<file path="src/rtl/kpw_ram_ctrl_pkg.sv">
// Shared types and constants for the KPW weight-RAM controller.
package kpw_ram_ctrl_pkg;

  localparam int unsigned KPW_N_ELEM = 16;
  localparam int unsigned KPW_AW     = (KPW_N_ELEM > 1) ? $clog2(KPW_N_ELEM) : 1;

  typedef enum logic [1:0] {KPW_IDLE, KPW_STREAM, KPW_DRAIN} kpw_ctrl_state_t;

endpackage

</file>
<file path="src/rtl/kpw_ram_ctrl_addr_gen.sv">
// Read-burst address generator: wrap-around address counter plus remaining-length
// down-counter; last flags the final word still to be issued.
module kpw_addr_gen #(
  parameter int unsigned N_ELEM = 16,
  parameter int unsigned AW     = (N_ELEM > 1) ? $clog2(N_ELEM) : 1
) (
  input  logic          clk,
  input  logic          rst_n,
  input  logic          load,
  input  logic          inc,
  input  logic [AW-1:0] base,
  input  logic [AW:0]   len,
  output logic [AW-1:0] addr,
  output logic          last
);

  logic [AW:0] remaining;

  always_ff @(posedge clk or negedge rst_n) begin
    if (!rst_n) begin
      addr      <= '0;
      remaining <= '0;
    end else if (load) begin
      addr      <= base;
      remaining <= len;
    end else if (inc) begin
      // N_ELEM need not be a power of two, so wrap explicitly
      addr      <= (addr == AW'(N_ELEM - 1)) ? '0 : addr + 1'b1;
      remaining <= remaining - 1'b1;
    end
  end

  assign last = (remaining == (AW + 1)'(1));

endmodule

</file>
<file path="src/rtl/kpw_ram_ctrl.sv">
// Arbiter/sequencer sharing the single KPW RAM port between DMA weight writes and
// PE read bursts; reads win whenever a burst is streaming and not paused.
module kpw_ram_ctrl
  import kpw_ram_ctrl_pkg::*;
#(
  parameter int unsigned N_ELEM = KPW_N_ELEM,
  parameter int unsigned DW     = 8,
  parameter int unsigned AW     = (N_ELEM > 1) ? $clog2(N_ELEM) : 1
) (
  input  logic          clk,
  input  logic          rst_n,
  input  logic          dma_wr_valid,
  output logic          dma_wr_ready,
  input  logic [AW-1:0] dma_wr_addr,
  input  logic [DW-1:0] dma_wr_data,
  input  logic          rd_start,
  input  logic [AW-1:0] rd_base,
  input  logic [AW:0]   rd_len,
  input  logic          rd_pause,
  output logic          rd_valid,
  output logic [DW-1:0] rd_data,
  output logic          rd_last,
  output logic          rd_busy,
  output logic          wr_err,
  output logic [AW-1:0] ram_addr,
  output logic [DW-1:0] ram_data,
  output logic          ram_write,
  input  logic [DW-1:0] ram_res
);

  kpw_ctrl_state_t state;
  logic            issue;
  logic            load;
  logic            in_range;
  logic            wr_fire;
  logic            last_word;
  logic [AW-1:0]   rd_addr;

  assign issue        = (state == KPW_STREAM) && !rd_pause;
  assign load         = (state == KPW_IDLE) && rd_start && (rd_len != '0);
  assign dma_wr_ready = !issue;
  assign in_range     = 32'(dma_wr_addr) < N_ELEM;
  assign wr_fire      = dma_wr_valid && dma_wr_ready;

  assign ram_write = wr_fire && in_range;
  assign ram_addr  = issue ? rd_addr : dma_wr_addr;
  assign ram_data  = dma_wr_data;
  assign rd_data   = ram_res;
  assign rd_busy   = (state != KPW_IDLE);

  kpw_addr_gen #(
    .N_ELEM (N_ELEM),
    .AW     (AW)
  ) u_addr_gen (
    .clk   (clk),
    .rst_n (rst_n),
    .load  (load),
    .inc   (issue),
    .base  (rd_base),
    .len   (rd_len),
    .addr  (rd_addr),
    .last  (last_word)
  );

  // rd_valid/rd_last track the RAM's one-cycle registered read latency
  always_ff @(posedge clk or negedge rst_n) begin
    if (!rst_n) begin
      state    <= KPW_IDLE;
      rd_valid <= 1'b0;
      rd_last  <= 1'b0;
      wr_err   <= 1'b0;
    end else begin
      rd_valid <= issue;
      rd_last  <= issue && last_word;
      if (wr_fire && !in_range) wr_err <= 1'b1;
      unique case (state)
        KPW_IDLE:   if (load) state <= KPW_STREAM;
        KPW_STREAM: if (issue && last_word) state <= KPW_DRAIN;
        KPW_DRAIN:  state <= KPW_IDLE;
        default:    state <= KPW_IDLE;
      endcase
    end
  end

endmodule

</file>
<file path="config.mk">
export PLATFORM = sky130hd
export DESIGN_NAME = kpw_ram_ctrl
export DESIGN_NICKNAME = d
export VERILOG_FILES = /design/src/rtl/kpw_ram_ctrl_pkg.sv /design/src/rtl/kpw_ram_ctrl_addr_gen.sv /design/src/rtl/kpw_ram_ctrl.sv
export SDC_FILE = /design/constraint.sdc
export NUM_CORES = 1
export LEC_CHECK = 0
export CAP_MARGIN = 10
export CORE_AREA = 2 2 57 59
export CTS_CLUSTER_DIAMETER = 150
export DETAILED_ROUTE_END_ITERATION = 12
export DIE_AREA = 0 0 59 61
export PLACE_DENSITY = 0.83
export SETUP_SLACK_MARGIN = 0.2
export SYNTH_ARGS = -nofsm -noshare
export SYNTH_HDL_FRONTEND = slang
export SYNTH_SLANG_ARGS = --single-unit
</file>
<file path="constraint.sdc">
create_clock -name clk -period 1.7 [get_ports clk]
set_input_delay 0.17 -clock clk [delete_from_list [all_inputs] [get_ports clk]]
set_output_delay 0.17 -clock clk [all_outputs]
set_load 0.005 [all_outputs]
</file>
# --- After elaboration in Yosys (flattened, before gate mapping) ---
# Index checks and enable logic that the tools add are counted.
totals:
  regBits: 13
  input_bits: 34
  word_cells: 33
op_classes:
  mux: 9
  n_eq_ne: 5
  n_addsub: 2
  reduce_logical: 12
op_table:
  columns: ["operator", "n"]
  rows:
  - ["2-to-1 mux 4 bit", 4]
  - ["2-to-1 mux 5 bit", 2]
  - ["equality test 5 x 1 -> 1 bit, second input constant", 1]
  - ["logical AND 1 bit", 5]
  - ["nonzero test 5 bit", 1]
  - ["subtractor 5 x 1 -> 5 bit, second input constant", 1]
  - ["adder 4 x 1 -> 4 bit, second input constant", 1]
  - ["equality test 4 bit, second input constant", 1]
  - ["2-to-1 mux 2 bit", 2]
  - ["case mux 2 bit (2 select lines)", 1]
  - ["nonzero test 2 bit", 2]
  - ["equality test 2 x 1 -> 1 bit, second input constant", 1]
  - ["zero test 1 bit", 2]
  - ["zero test 2 bit", 1]
  - ["!= test 2 x 1 -> 1 bit, second input constant", 1]
  - ["!= test 2 bit, second input constant", 1]
  - ["AND reduction 2 bit", 1]

# --- Longest topological paths before layout ---
# Gate-level depths: netlist of run 1.
logic_depth:
  ltp_word: 5
  mapped_depth: 6
  depth_no_buf: 6

# --- Hierarchy ---
# From an unflattened synthesis of run 1, not the netlist that was laid out.
hier_totals:
  cells_unflattened: 94
  hier_area_um2: 899.6
modules_own_cells:
  columns: ["module", "cells_each", "instances", "area_per_inst_um2"]
  rows:
  - ["kpw_addr_gen", 56, 1, 540.5]
  - ["kpw_ram_ctrl", 38, 1, 359.1]

# --- Least setup slack after synthesis of run 1 ---
# OpenSTA, ideal clock, no wires.
synth_timing:
  path_type: "register to register"
  from: "register state[1]"
  to: "register u_addr_gen.remaining[4]"
  arrival_ns: 1.440
  setup_time_ns: 0.121
  path_slack_ns: 0.139
  period_less_slack_ns: 1.561
  path_stages_with_launch: 6
  path_cell_list: "dfrtp_1 or3b_4 buf_6 or4_1 nand3_1 nand2_1"
synth_between:
  elab_chain_cells: 4
  word_cells_on_any_way: 7
  cone_classes: "eq/ne (1); mux (1); reduce/logical (5)"
synth_lines:
  columns: ["element", "line", "rtl"]
  rows:
  - ["start, declared", "kpw_ram_ctrl.sv:31", "kpw_ctrl_state_t state;"]
  - ["start signal, assigned", "kpw_ram_ctrl.sv:68", "state <= KPW_IDLE;"]
  - ["start signal, assigned", "kpw_ram_ctrl.sv:77", "KPW_IDLE: if (load) state <= KPW_STREAM;"]
  - ["start signal, assigned", "kpw_ram_ctrl.sv:78", "KPW_STREAM: if (issue && last_word) state <= KPW_DRAIN;"]
  - ["zero test 2 bit", "kpw_ram_ctrl.sv:40", "assign load = (state == KPW_IDLE) && rd_start && (rd_len != '0);"]
  - ["logical AND 1 bit (2 in a row)", "kpw_ram_ctrl.sv:40", null]
  - ["2-to-1 mux 5 bit / nonzero test 2 bit (equally long branches)", null, null]
  - ["end signal, assigned", "kpw_ram_ctrl_addr_gen.sv:25", "remaining <= len;"]
  - ["end signal, assigned", "kpw_ram_ctrl_addr_gen.sv:29", "remaining <= remaining - 1'b1;"]
  - ["end, declared", "kpw_ram_ctrl_addr_gen.sv:17", "logic [AW:0] remaining;"]
# Several ways; a longest one is shown, not always the timed one.
# A chain may end at the register's enable or synchronous reset.

# --- Worst setup path after layout of run 1 ---
layout_timing:
  from: "register state[0]"
  to: "output ram_addr[3]"
layout_between:
  elab_chain_cells: 3
layout_lines:
  columns: ["element", "line", "rtl"]
  rows:
  - ["equality test 2 x 1 -> 1 bit", "kpw_ram_ctrl.sv:39", "assign issue = (state == KPW_STREAM) && !rd_pause;"]
  - ["logical AND 1 bit", "kpw_ram_ctrl.sv:39", null]
  - ["via issue", "kpw_ram_ctrl.sv:32", "logic issue;"]
  - ["2-to-1 mux 4 bit", "kpw_ram_ctrl.sv:46", "assign ram_addr = issue ? rd_addr : dma_wr_addr;"]
  - ["end, declared", "kpw_ram_ctrl.sv:25", "output logic [AW-1:0] ram_addr,"]
# The timed path passes the listed nets, and every way through them passes these cells.

==> run_results.csv, run 1 <==
group,metric,value,unit
grt,grt_pass1_wl,4230,um
sta,worst_pin_slew,602,ps
place,port_buffers,26,
logic_synthesis,synth.avg_cell_area,8.86,um2
place,placed_cells,147,
power,leakagePower,0.596,nW
logic_synthesis,yosys-top-cells-area,"dfrtp_1 (37%), buf_4 (15%), nand2_1 (5.1%)",
logic_synthesis,syn-num-nets,136,
place,place_ws,-258,ps
final_layout,post-route-cell-area,0.00134,mm2
logic_synthesis,netlist.area_leader.share,0.371,
power,power,0.00197,W
power,switching_share,0.405,
final_layout,seq_area,325,um2
critical_path,cpMaxStageDelayCell,"or3b_4",
critical_path,slowest_delay,440,ps
detailed_routing,vias,836,
clock_tree,cts_tree,"built",
status,failed_checks,"setup timing",
final_layout,multiInputGateArea,490,um2
place,place_area,0.00110,mm2
sta,finalHoldViolCount,0,
critical_path,worst_path_most_repeated_cell,"buf_6",
power,pwr-share-clk,0.105,
final_layout,final_cells,164,
sta,min_period,1750,ps
logic_synthesis,ys_top_cells_by_count,"buf_4 (17), dfrtp_1 (13), nand2_1 (12)",
detailed_routing,first_pass_iters,4,
final_layout,final_nets,169,
power,power.switching,0.000796,W
critical_path,cp-end-kind,"output pin",
critical_path,path_class,"reg2out",
logic_synthesis,synth_ff_type,"dfrtp_1",
detailed_routing,wl,2680,um
critical_path,worstPathMaxFanout,4,
grt,grt_max_degree,14,
detailed_routing,routed_via_density,5.10,
critical_path,required,1530,ps
clock_tree,cts_made_buffers,3,
floorplanning,die_area,0.00360,mm2
power,power_density,1470,mW/mm2
place,place_hpwl,1620,um
detailed_routing,drc_errors,0,
logic_synthesis,ys_ff_latch,13,
logic_synthesis,seq_area_frac_synth,0.371,
floorplanning,placementRows,20,
critical_path,worst_setup_path_start_kind,"flop",
sta,grt_setup_unrepaired,"yes",
power,p_int,0.00117,W
grt,antenna_found_initial,0,
worst_hold_path,hold_path_class,"in2async",
sta,drv_slew,0,
grt,grt_usage,0.164,
sta,fmax,571,MHz
clock_tree,clkSinkCount,13,
logic_synthesis,ys_async_sr_fraction,1.00,
critical_path,path_cells,"or3b_4 -> buf_6 -> inv_4 -> buf_6 -> nand2_2 -> nand2_1 -> buf_2",
final_layout,syn_to_final_growth,53.1,%
job,drv_cap,0,
logic_synthesis,synth_top_area_cell,"dfrtp_1",
sta,max-slew-margin-rel,0.598,
critical_path,worst_ep_arrival_time,1580,ps
logic_synthesis,yosys.cell_count.top_type,"buf_4",
sta,setup_slack,-52.6,ps
sta,fin_skew,7.79,ps
status,status,"finished, violations left",
clock_tree,hold_buffers,0,
final_layout,post-route-util,0.455,
critical_path,path_buf_inv,4,
logic_synthesis,syn_inst,99,
floorplanning,die_h,61,um
logic_synthesis,synth_area,877,um2
sta,finalCritPeriodShare,1.03,
floorplanning,initial_utilization,0.297,
floorplanning,fp.dieW,59,um
critical_path,path_delay_family,"simple AND/OR/NAND/NOR gates",
floorplanning,io_pins,60,
place,gp_congestion,0.826,
clock_tree,htree_levels,1,
sta,finalSetupViolCount,6,
final_layout,diodes,0,
final_layout,num-fill-cells,281,
detailed_routing,ant_nets,0,
clock_tree,root_buffer,"clkbuf_4",
detailed_routing,drt_first_iter_violations,30,
clock_tree,clk_pin_slew,90,ps
logic_synthesis,yosys_warnings,0,
power,ir_worst_vdd,491,uV
power,comb_power_share,0.589,
logic_synthesis,synth_cell_types,36,
floorplanning,coreArea,0.00295,mm2
clock_tree,clockBufferDepth,2,
power,pwr-share-seq,0.307,
clock_tree,worstSkewPairLatency,290,ps
grt,grt_pass1_vias,880,
detailed_routing,drt-wirelength-per-cell,16.3,um
grt,grt.overflow.total,0,
final_layout,drive_gt1_frac,0.389,
logic_synthesis,synth_edf_count,0,
## power by group through the flow
stage,registers [W],logic [W],clock network (W)
floorplan,0.000542,0.000510,0
detailed placement,0.000572,0.000793,0
global placement,0.000559,0.000759,0
finish,0.000604,0.00116,0.000206
global route,0.000623,0.00128,0.000218
CTS,0.000588,0.00101,0.000202
## placed cells by master, fill, tap and decap left out, types with 2 or more instances in the layout
master / synthesis / layout
dfrtp_1: 13 / 13
nand2_2: 0 / 3
clkdlybuf4s50_1: 0 / 19
or3b_4: 1 / 2
dlygate4sd2_1: 0 / 2
nand2b_1: 2 / 2
buf_6: 1 / 13
a21oi_1: 7 / 5
a21oi_2: 0 / 2
nor2_4: 0 / 2
buf_2: 0 / 4
ha_1: 3 / 3
inv_1: 6 / 5
o21ai_2: 1 / 3
o21ai_1: 4 / 3
nand2_1: 12 / 9
and2_1: 3 / 2
buf_4: 17 / 8
clkbuf_4: 0 / 3
## final cells by class
cell class	instances	area share
Clock buffer	4	0.0196
Sequential cell	13	0.242
Tap cell	33	0.0308
Multi-Input combinational cell	62	0.365
Timing Repair Buffer	46	0.323
Inverter	6	0.0186
## what timing repair did
| item | in CTS | in global routing |
|---|---|---|
| gates resized for setup | 50 | 12 |
| endpoints found under the setup margin | 16 | 17 |
| cloned | 1 | 0 |
| pin swaps | 13 | 14 |
| buffers inserted | 10 | 2 |
## path summary, 6_finish.rpt
kind | start | end | slack, ps | cells after the start
max | state[0]$_DFFE_PN0P_ | ram_addr[3] | -50 | 7
min in group clk | ram_res[3] | rd_data[3] | 340 | 0
min | rst_n | rd_valid$_DFF_PN0_ | 250 | 1
min reg2reg | u_addr_gen.remaining[4]$_DFFE_PN0P_ | u_addr_gen.remaining[4]$_DFFE_PN0P_ | 570 | 2
max reg2reg | state[0]$_DFFE_PN0P_ | u_addr_gen.addr[3]$_DFFE_PN0P_ | -40 | 8
max in group asynchronous | rst_n | u_addr_gen.remaining[1]$_DFFE_PN0P_ | 1060 | 1
## cell families (layout without fill, tap and decap cells)
logic type	count (synthesis)	in the layout	synth area share
fa+ha+maj	3	3	0.0428
xor+xnor	1	1	0.00999
flops	13	13	0.371
compound gates	26	26	0.190
other cells	1	1	0.00428
buf+inv	25	56	0.188
simple gates	30	31	0.194
## registers in the layout (all words and copies together), names as in the netlist
name                  cells
u_addr_gen.addr           4
rd_last                   1
u_addr_gen.remaining      5
rd_valid                  1
state                     2
## metrics by stage
stage / hold WS, ps / TNS, ps
after floorplan: -126 / 0
after global placement: 340 / -2220
after detailed placement: 340 / -2570
after CTS: 273 / -62.9
after global routing: 300 / -670
final: 248 / -150
## layer usage
metal	GRT usage	wire [um]	up-vias	share of wire
met3	0.0384	163	12	0.061
met1	0.186	1040	405	0.39
met5	0	0	-	0
met2	0.276	1390	28	0.52
li1	-	-	391	-
met4	0.107	86	0	0.032
No activity file was read; power rests on OpenSTA's default activity.
==> run 2: changes to the inputs <==
--- a/config.mk
+++ b/config.mk
@@ -5,13 +5,15 @@
 export SDC_FILE = /design/constraint.sdc
 export NUM_CORES = 1
 export LEC_CHECK = 0
+export ABC_AREA = 1
 export CAP_MARGIN = 10
-export CORE_AREA = 2 2 57 59
+export CORE_AREA = 2 2 58 60
 export CTS_CLUSTER_DIAMETER = 150
 export DETAILED_ROUTE_END_ITERATION = 12
-export DIE_AREA = 0 0 59 61
-export PLACE_DENSITY = 0.83
+export DIE_AREA = 0 0 60 62
+export PLACE_DENSITY = 0.85
 export SETUP_SLACK_MARGIN = 0.2
+export SLEW_MARGIN = 10
 export SYNTH_ARGS = -nofsm -noshare
 export SYNTH_HDL_FRONTEND = slang
 export SYNTH_SLANG_ARGS = --single-unit
==> run 2 against run 1 <==
Compared with the run above: the run now ends clean; flip-flop and latch count unchanged; hold slack better by 24 ps; critical path depth down 2; maximum frequency up 22%; sequential share of layout area up 1.5 points; design area down 5.9%; wire length down 25%; first-iteration DRC count down 27%; sequential power down 6.8%; critical path type unchanged; critical endpoint is now rd_busy; largest cell class unchanged.
==> run_results.csv, run 2 <==
group,metric,value,unit
logic_synthesis,yosys_warnings,0,
detailed_routing,drc_errors,0,
grt,grt_usage,0.123,
power,power,0.00173,W
logic_synthesis,ys_ff_latch,13,
sta,drv_slew,0,
clock_tree,htree_levels,1,
detailed_routing,routed_via_density,4.18,
sta,fin_skew,4.59,ps
final_layout,final_common_cell,"nand2_1",
power,ir_worst_vdd,323,uV
final_layout,multiInputGateArea,445,um2
critical_path,r2r_end,"u_addr_gen.remaining[0]$_DFFE_PN0P_",
detailed_routing,first_pass_iters,4,
logic_synthesis,synth_top_area_cell,"dfrtp_1",
logic_synthesis,synth_area,990,um2
place,port_buffers,26,
logic_synthesis,synth_ff_type,"dfrtp_1",
power,leakagePower,0.691,nW
final_layout,post-route-util,0.397,
grt,grt_pass1_vias,818,
final_layout,syn_to_final_growth,27.7,%
clock_tree,clk_pin_slew,80,ps
logic_synthesis,syn-num-nets,173,
final_layout,final_nets,196,
floorplanning,die_area,0.00372,mm2
floorplanning,fp.dieW,60,um
grt,grt_max_degree,14,
final_layout,diodes,0,
critical_path,worstPathMaxFanout,2,
final_layout,top_register,"u_addr_gen.remaining",
final_layout,largest_reg_flops,5,
critical_path,r2r_start,"state[1]$_DFFE_PN0P_",
sta,worst_pin_slew,629,ps
grt,antenna_found_initial,0,
place,place_hpwl,1520,um
detailed_routing,vias,853,
critical_path,slowest_delay,380,ps
job,drv_cap,0,
final_layout,seq_area,325,um2
clock_tree,worstSkewPairLatency,280,ps
sta,finalSetupViolCount,0,
logic_synthesis,synth.avg_cell_area,7.28,um2
floorplanning,coreArea,0.00318,mm2
final_layout,drive_gt1_frac,0.184,
worst_hold_path,hold_path_class,"in2async",
critical_path,worst_setup_path_start_kind,"flop",
floorplanning,io_pins,60,
critical_path,worst_ep_arrival_time,1270,ps
sta,grt_setup_unrepaired,"no",
final_layout,final_cell_mix,"nand2_1 (41), inv_1 (19), clkdlybuf4s50_1 (19)",
sta,max-slew-margin-rel,0.579,
critical_path,r2r_setup_slack,320,ps
logic_synthesis,synth_edf_count,0,
clock_tree,clockBufferDepth,2,
final_layout,reg.largest.list,"u_addr_gen.remaining: 5 flops, u_addr_gen.addr: 4 flops, state: 2 flops",
detailed_routing,drt-wirelength-per-cell,9.89,um
logic_synthesis,syn_inst,136,
logic_synthesis,netlist.area_leader.share,0.329,
sta,finalCritPeriodShare,0.844,
critical_path,crit_start,"state[1]$_DFFE_PN0P_",
critical_path,path_class,"reg2out",
floorplanning,initial_utilization,0.311,
critical_path,cp-endpoint,"rd_busy",
status,status,"finished, final reports clean",
clock_tree,cts_tree,"built",
clock_tree,clkSinkCount,13,
place,gp_congestion,0.886,
floorplanning,die_h,62,um
grt,grt_pass1_wl,3370,um
grt,grt.overflow.total,0,
logic_synthesis,seq_area_frac_synth,0.329,
critical_path,required,1530,ps
final_layout,num-fill-cells,324,
clock_tree,hold_buffers,0,
logic_synthesis,ys_async_sr_fraction,1.00,
sta,min_period,1440,ps
sta,fmax,697,MHz
logic_synthesis,yosys-top-cells-area,"dfrtp_1 (33%), nand2_1 (16%), buf_4 (13%)",
power,power_density,1370,mW/mm2
sta,finalHoldViolCount,0,
final_layout,post-route-cell-area,0.00126,mm2
place,place_area,0.00120,mm2
logic_synthesis,ys_top_cells_by_count,"nand2_1 (41), inv_1 (19), buf_4 (17)",
critical_path,cp-end-kind,"output pin",
floorplanning,placementRows,21,
clock_tree,root_buffer,"clkbuf_4",
clock_tree,cts_made_buffers,3,
logic_synthesis,synth_cell_types,23,
critical_path,path_cells,"inv_2 -> buf_4 -> buf_4 -> nand2_4 -> dlygate4sd2_1",
detailed_routing,drt_first_iter_violations,22,
critical_path,r2r_cells,9,
detailed_routing,wl,2020,um
logic_synthesis,yosys.cell_count.top_type,"nand2_1",
critical_path,worst_path_most_repeated_cell,"buf_4",
critical_path,cpMaxStageDelayCell,"dfrtp_1",
detailed_routing,ant_nets,0,
==> run 2: cell types whose count changed in the layout (fill, tap and decap cells not counted), moves of 5 or more <==
cell,change
a21oi_1,-5
buf_6,-11
inv_1,+14
nand2_1,+32
nand3_1,+10
nor2_1,+8
==> run 2: logic make-up (layout without fill, tap and decap cells) <==
family	count (synthesis)	in the layout	synth area share
xor gates and xnor gates	3	3	0.0266
DFF	13	13	0.329
AOI/OAI and AO/OA	6	6	0.0354
other	1	1	0.00379
buffers and inverters	41	63	0.230
and+or+nand+nor	69	69	0.338
adders and majority gates	3	3	0.0379
==> run 2: how the worst min path moves through the flow <==
| stage | start | endpoint | depth (start not counted) |
|---|---|---|---|
| 4_1_cts | rst_n | u_addr_gen.remaining[1]$_DFFE_PN0P_ | 1 |
| 3_3_place_gp | dma_wr_data[4] | ram_data[4] | 0 |
| 3_5_place_dp | dma_wr_data[4] | ram_data[4] | 0 |
| 6_report | rst_n | u_addr_gen.remaining[3]$_DFFE_PN0P_ | 1 |
| 2_1_floorplan | rst_n | rd_last$_DFF_PN0_ | 0 |
| 5_1_grt | rst_n | u_addr_gen.remaining[1]$_DFFE_PN0P_ | 1 |
==> run 2: per-stage QoR <==
stage / setup WS, ps / instances / setup TNS (ps) / hold slack (ps)
floorplan: 516 / 136 / 0 / -126
global placement: -50.2 / 194 / -227 / 340
detailed placement: -72.4 / 194 / -290 / 340
CTS: 156 / 203 / 0 / 284
global route: 207 / 204 / 0 / 306
finish: 265 / 204 / 0 / 271
==> run 2: what timing repair did <==
item | CTS | global route
endpoints found under the setup margin | 7 | 4
pin swaps | 1 | 0
resized for setup | 13 | 7
setup buffers | 5 | 1
==> run 2: critical path, delay by kind of cell (launching register included) <==
family / cells / cell delay, ps
buffers and inverters: 4 / 540
flip-flops: 1 / 380
AND/OR/NAND/NOR: 1 / 60
==> run 2: final cells by class <==
class                   count  area share
flip-flops and latches     13       0.257
repair buffers             36       0.253
inverters                  23      0.0703
well taps                  46      0.0455
multi-input cells          82       0.352
clock buffers               4      0.0208
==> run 2: where the power goes <==
group	switching (W)	internal, W	total, W
Sequential	0.000120	0.000442	0.000563
Clock	0.000106	0.0000913	0.000198
Combinational	0.000506	0.000459	0.000966
==> run 2: layer usage <==
| metal | global-route usage | vias up | routed length, um | share of wire |
|---|---|---|---|---|
| li1 | - | 437 | - | - |
| met1 | 0.143 | 386 | 837 | 0.41 |
| met2 | 0.200 | 25 | 984 | 0.49 |
| met3 | 0.0311 | 5 | 150 | 0.074 |
| met4 | 0.0825 | 0 | 45 | 0.022 |
| met5 | 0 | - | 0 | 0 |
==> run 3: changes to the inputs <==
--- a/config.mk
+++ b/config.mk
@@ -7,11 +7,11 @@
 export LEC_CHECK = 0
 export ABC_AREA = 1
 export CAP_MARGIN = 10
-export CORE_AREA = 2 2 58 60
+export CORE_AREA = 2 2 55 57
 export CTS_CLUSTER_DIAMETER = 150
 export DETAILED_ROUTE_END_ITERATION = 12
-export DIE_AREA = 0 0 60 62
-export PLACE_DENSITY = 0.85
+export DIE_AREA = 0 0 57 59
+export PLACE_DENSITY = 0.89
 export SETUP_SLACK_MARGIN = 0.2
 export SLEW_MARGIN = 10
 export SYNTH_ARGS = -nofsm -noshare
==> constraint.sdc (replaced) <==
create_clock -name clk -period 1.4 [get_ports clk]
set_input_delay 0.14 -clock clk [delete_from_list [all_inputs] [get_ports clk]]
set_output_delay 0.14 -clock clk [all_outputs]
set_load 0.005 [all_outputs]
==> run 3 against run 2 <==
Compared with the run above: the flow now finishes with violations (setup timing); power rose by 35%; global-route usage is 1.8 points higher; first-iteration DRC count down 14%.
==> run_results.csv, run 3 (synthesis results as in run 2) <==
group,metric,value,unit
final_layout,final_cells,194,
sta,min_period,1450,ps
critical_path,required,1260,ps
floorplanning,die_area,0.00336,mm2
grt,grt_max_degree,14,
final_layout,post-route-cell-area,0.00136,mm2
final_layout,syn_to_final_growth,37.2,%
floorplanning,die_h,59,um
sta,fin_skew,4.26,ps
critical_path,worst_ep_arrival_time,1310,ps
floorplanning,fp.dieW,57,um
clock_tree,cts_made_buffers,3,
job,drv_cap,0,
detailed_routing,wl,2230,um
clock_tree,worstSkewPairLatency,290,ps
clock_tree,clkSinkCount,13,
grt,grt.overflow.total,0,
sta,grt_setup_unrepaired,"yes",
place,place_area,0.00121,mm2
clock_tree,htree_levels,1,
sta,setup_slack,-47.4,ps
power,leakagePower,0.740,nW
grt,grt_pass1_wl,3700,um
place,placed_cells,183,
detailed_routing,drc_errors,0,
sta,fmax,691,MHz
critical_path,cp-end-kind,"output pin",
final_layout,drive_gt1_frac,0.264,
clock_tree,cts_tree,"built",
final_layout,diodes,0,
floorplanning,initial_utilization,0.365,
sta,drv_slew,0,
floorplanning,coreArea,0.00271,mm2
clock_tree,root_buffer,"clkbuf_4",
final_layout,final_common_cell,"nand2_1",
status,status,"finished, violations left",
power,power_density,1720,mW/mm2
place,place_hpwl,1600,um
clock_tree,clockBufferDepth,2,
detailed_routing,drt-wirelength-per-cell,11.5,um
critical_path,path_delay_family,"buffers and inverters",
critical_path,r2r_cells,9,
detailed_routing,vias,891,
critical_path,worst_setup_path_start_kind,"flop",
status,failed_checks,"setup timing",
final_layout,largest_reg_flops,5,
detailed_routing,ant_nets,0,
final_layout,seq_area,325,um2
critical_path,slowest_delay,370,ps
critical_path,path_cells,"inv_2 -> nand3b_4 -> buf_6 -> buf_6 -> o21ai_2 -> buf_2",
final_layout,num-fill-cells,253,
worst_hold_path,hold_path_class,"in2async",
place,port_buffers,26,
critical_path,r2r_end,"u_addr_gen.remaining[0]$_DFFE_PN0P_",
detailed_routing,drt_first_iter_violations,19,
grt,grt_pass1_vias,907,
sta,finalCritPeriodShare,1.03,
final_layout,final_nets,201,
grt,grt_usage,0.141,
critical_path,path_class,"reg2out",
grt,antenna_found_initial,0,
sta,finalSetupViolCount,3,
final_layout,reg.largest.list,"u_addr_gen.remaining: 5 flops, u_addr_gen.addr: 4 flops, state: 2 flops",
critical_path,r2r_setup_slack,70,ps
floorplanning,placementRows,19,
power,ir_worst_vdd,933,uV
critical_path,r2r_start,"state[1]$_DFFE_PN0P_",
sta,finalHoldViolCount,0,
final_layout,top_register,"u_addr_gen.remaining",
final_layout,final_cell_mix,"nand2_1 (40), clkdlybuf4s50_1 (17), inv_1 (16)",
floorplanning,io_pins,60,
clock_tree,clk_pin_slew,80,ps
final_layout,multiInputGateArea,495,um2
critical_path,path_buf_inv,4,
critical_path,cpMaxStageDelayCell,"dfrtp_1",
critical_path,worstPathMaxFanout,5,
critical_path,worst_path_most_repeated_cell,"buf_6",
place,place_ws,-328,ps
detailed_routing,routed_via_density,4.59,
detailed_routing,first_pass_iters,4,
place,gp_congestion,0.850,
[run 3: cell types whose count changed in the layout (fill, tap and decap cells not counted), moves of 2 or more]
cell	previous run	this run
buf_2	2	5
buf_6	2	10
inv_1	19	16
clkbuf_2	2	0
buf_4	8	6
clkdlybuf4s50_1	19	17
nand2_8	0	2
inv_2	3	5
[run 3: per-stage QoR]
step | setup TNS (ps) | utilization | total power, W | hold WS, ps
3_5_place_dp | -1790 | 0.446 | 0.00187 | 280
6_report | -92.6 | 0.501 | 0.00233 | 146
3_3_place_gp | -1670 | 0.446 | 0.00180 | 280
5_1_grt | -563 | 0.501 | 0.00255 | 183
2_1_floorplan | 0 | - | 0.00145 | -156
4_1_cts | -66.8 | 0.482 | 0.00222 | 158
[run 3: cell type report]
class                           count  share of cell area
Clock buffer                        4              0.0194
Inverter                           23              0.0673
Multi-Input combinational cell     82               0.365
Sequential cell                    13               0.240
Tap cell                           31              0.0286
Timing Repair Buffer               41               0.280
[run 3: what timing repair did]
action,CTS,global route
resized for setup,41,11
setup buffers,6,1
pin swaps,3,2
endpoints found under the setup margin,17,17
hold buffers,0,0
[run 3: worst max path at each step]
| stage | from | end | slack, ps | cells past startpoint |
|---|---|---|---|---|
| floorplan | u_addr_gen.addr[0]$_DFFE_PN0P_ | u_addr_gen.addr[2]$_DFFE_PN0P_ | 220 | 6 |
| global placement | rd_pause | ram_addr[0] | -290 | 6 |
| detailed placement | rd_pause | ram_addr[3] | -330 | 6 |
| CTS | state[1]$_DFFE_PN0P_ | ram_addr[3] | -40 | 6 |
| global route | state[1]$_DFFE_PN0P_ | ram_addr[3] | -100 | 6 |
| finish | state[1]$_DFFE_PN0P_ | ram_addr[3] | -50 | 6 |
[run 3: power by group]
| part | switching [W] | internal, W | leakage (nW) |
|---|---|---|---|
| registers | 0.000150 | 0.000537 | 0.161 |
| logic | 0.000726 | 0.000679 | 0.565 |
| clock network | 0.000130 | 0.000111 | 0.0150 |
| total | 0.00101 | 0.00133 | 0.740 |
[run 3: routing by layer]
layer  track usage  wire length (um)  up-vias
li1              -                 -      446
met1         0.148               850      412
met2         0.266              1190       30
met3        0.0371               163        3
met4        0.0598                34        0
met5             0                 0        -
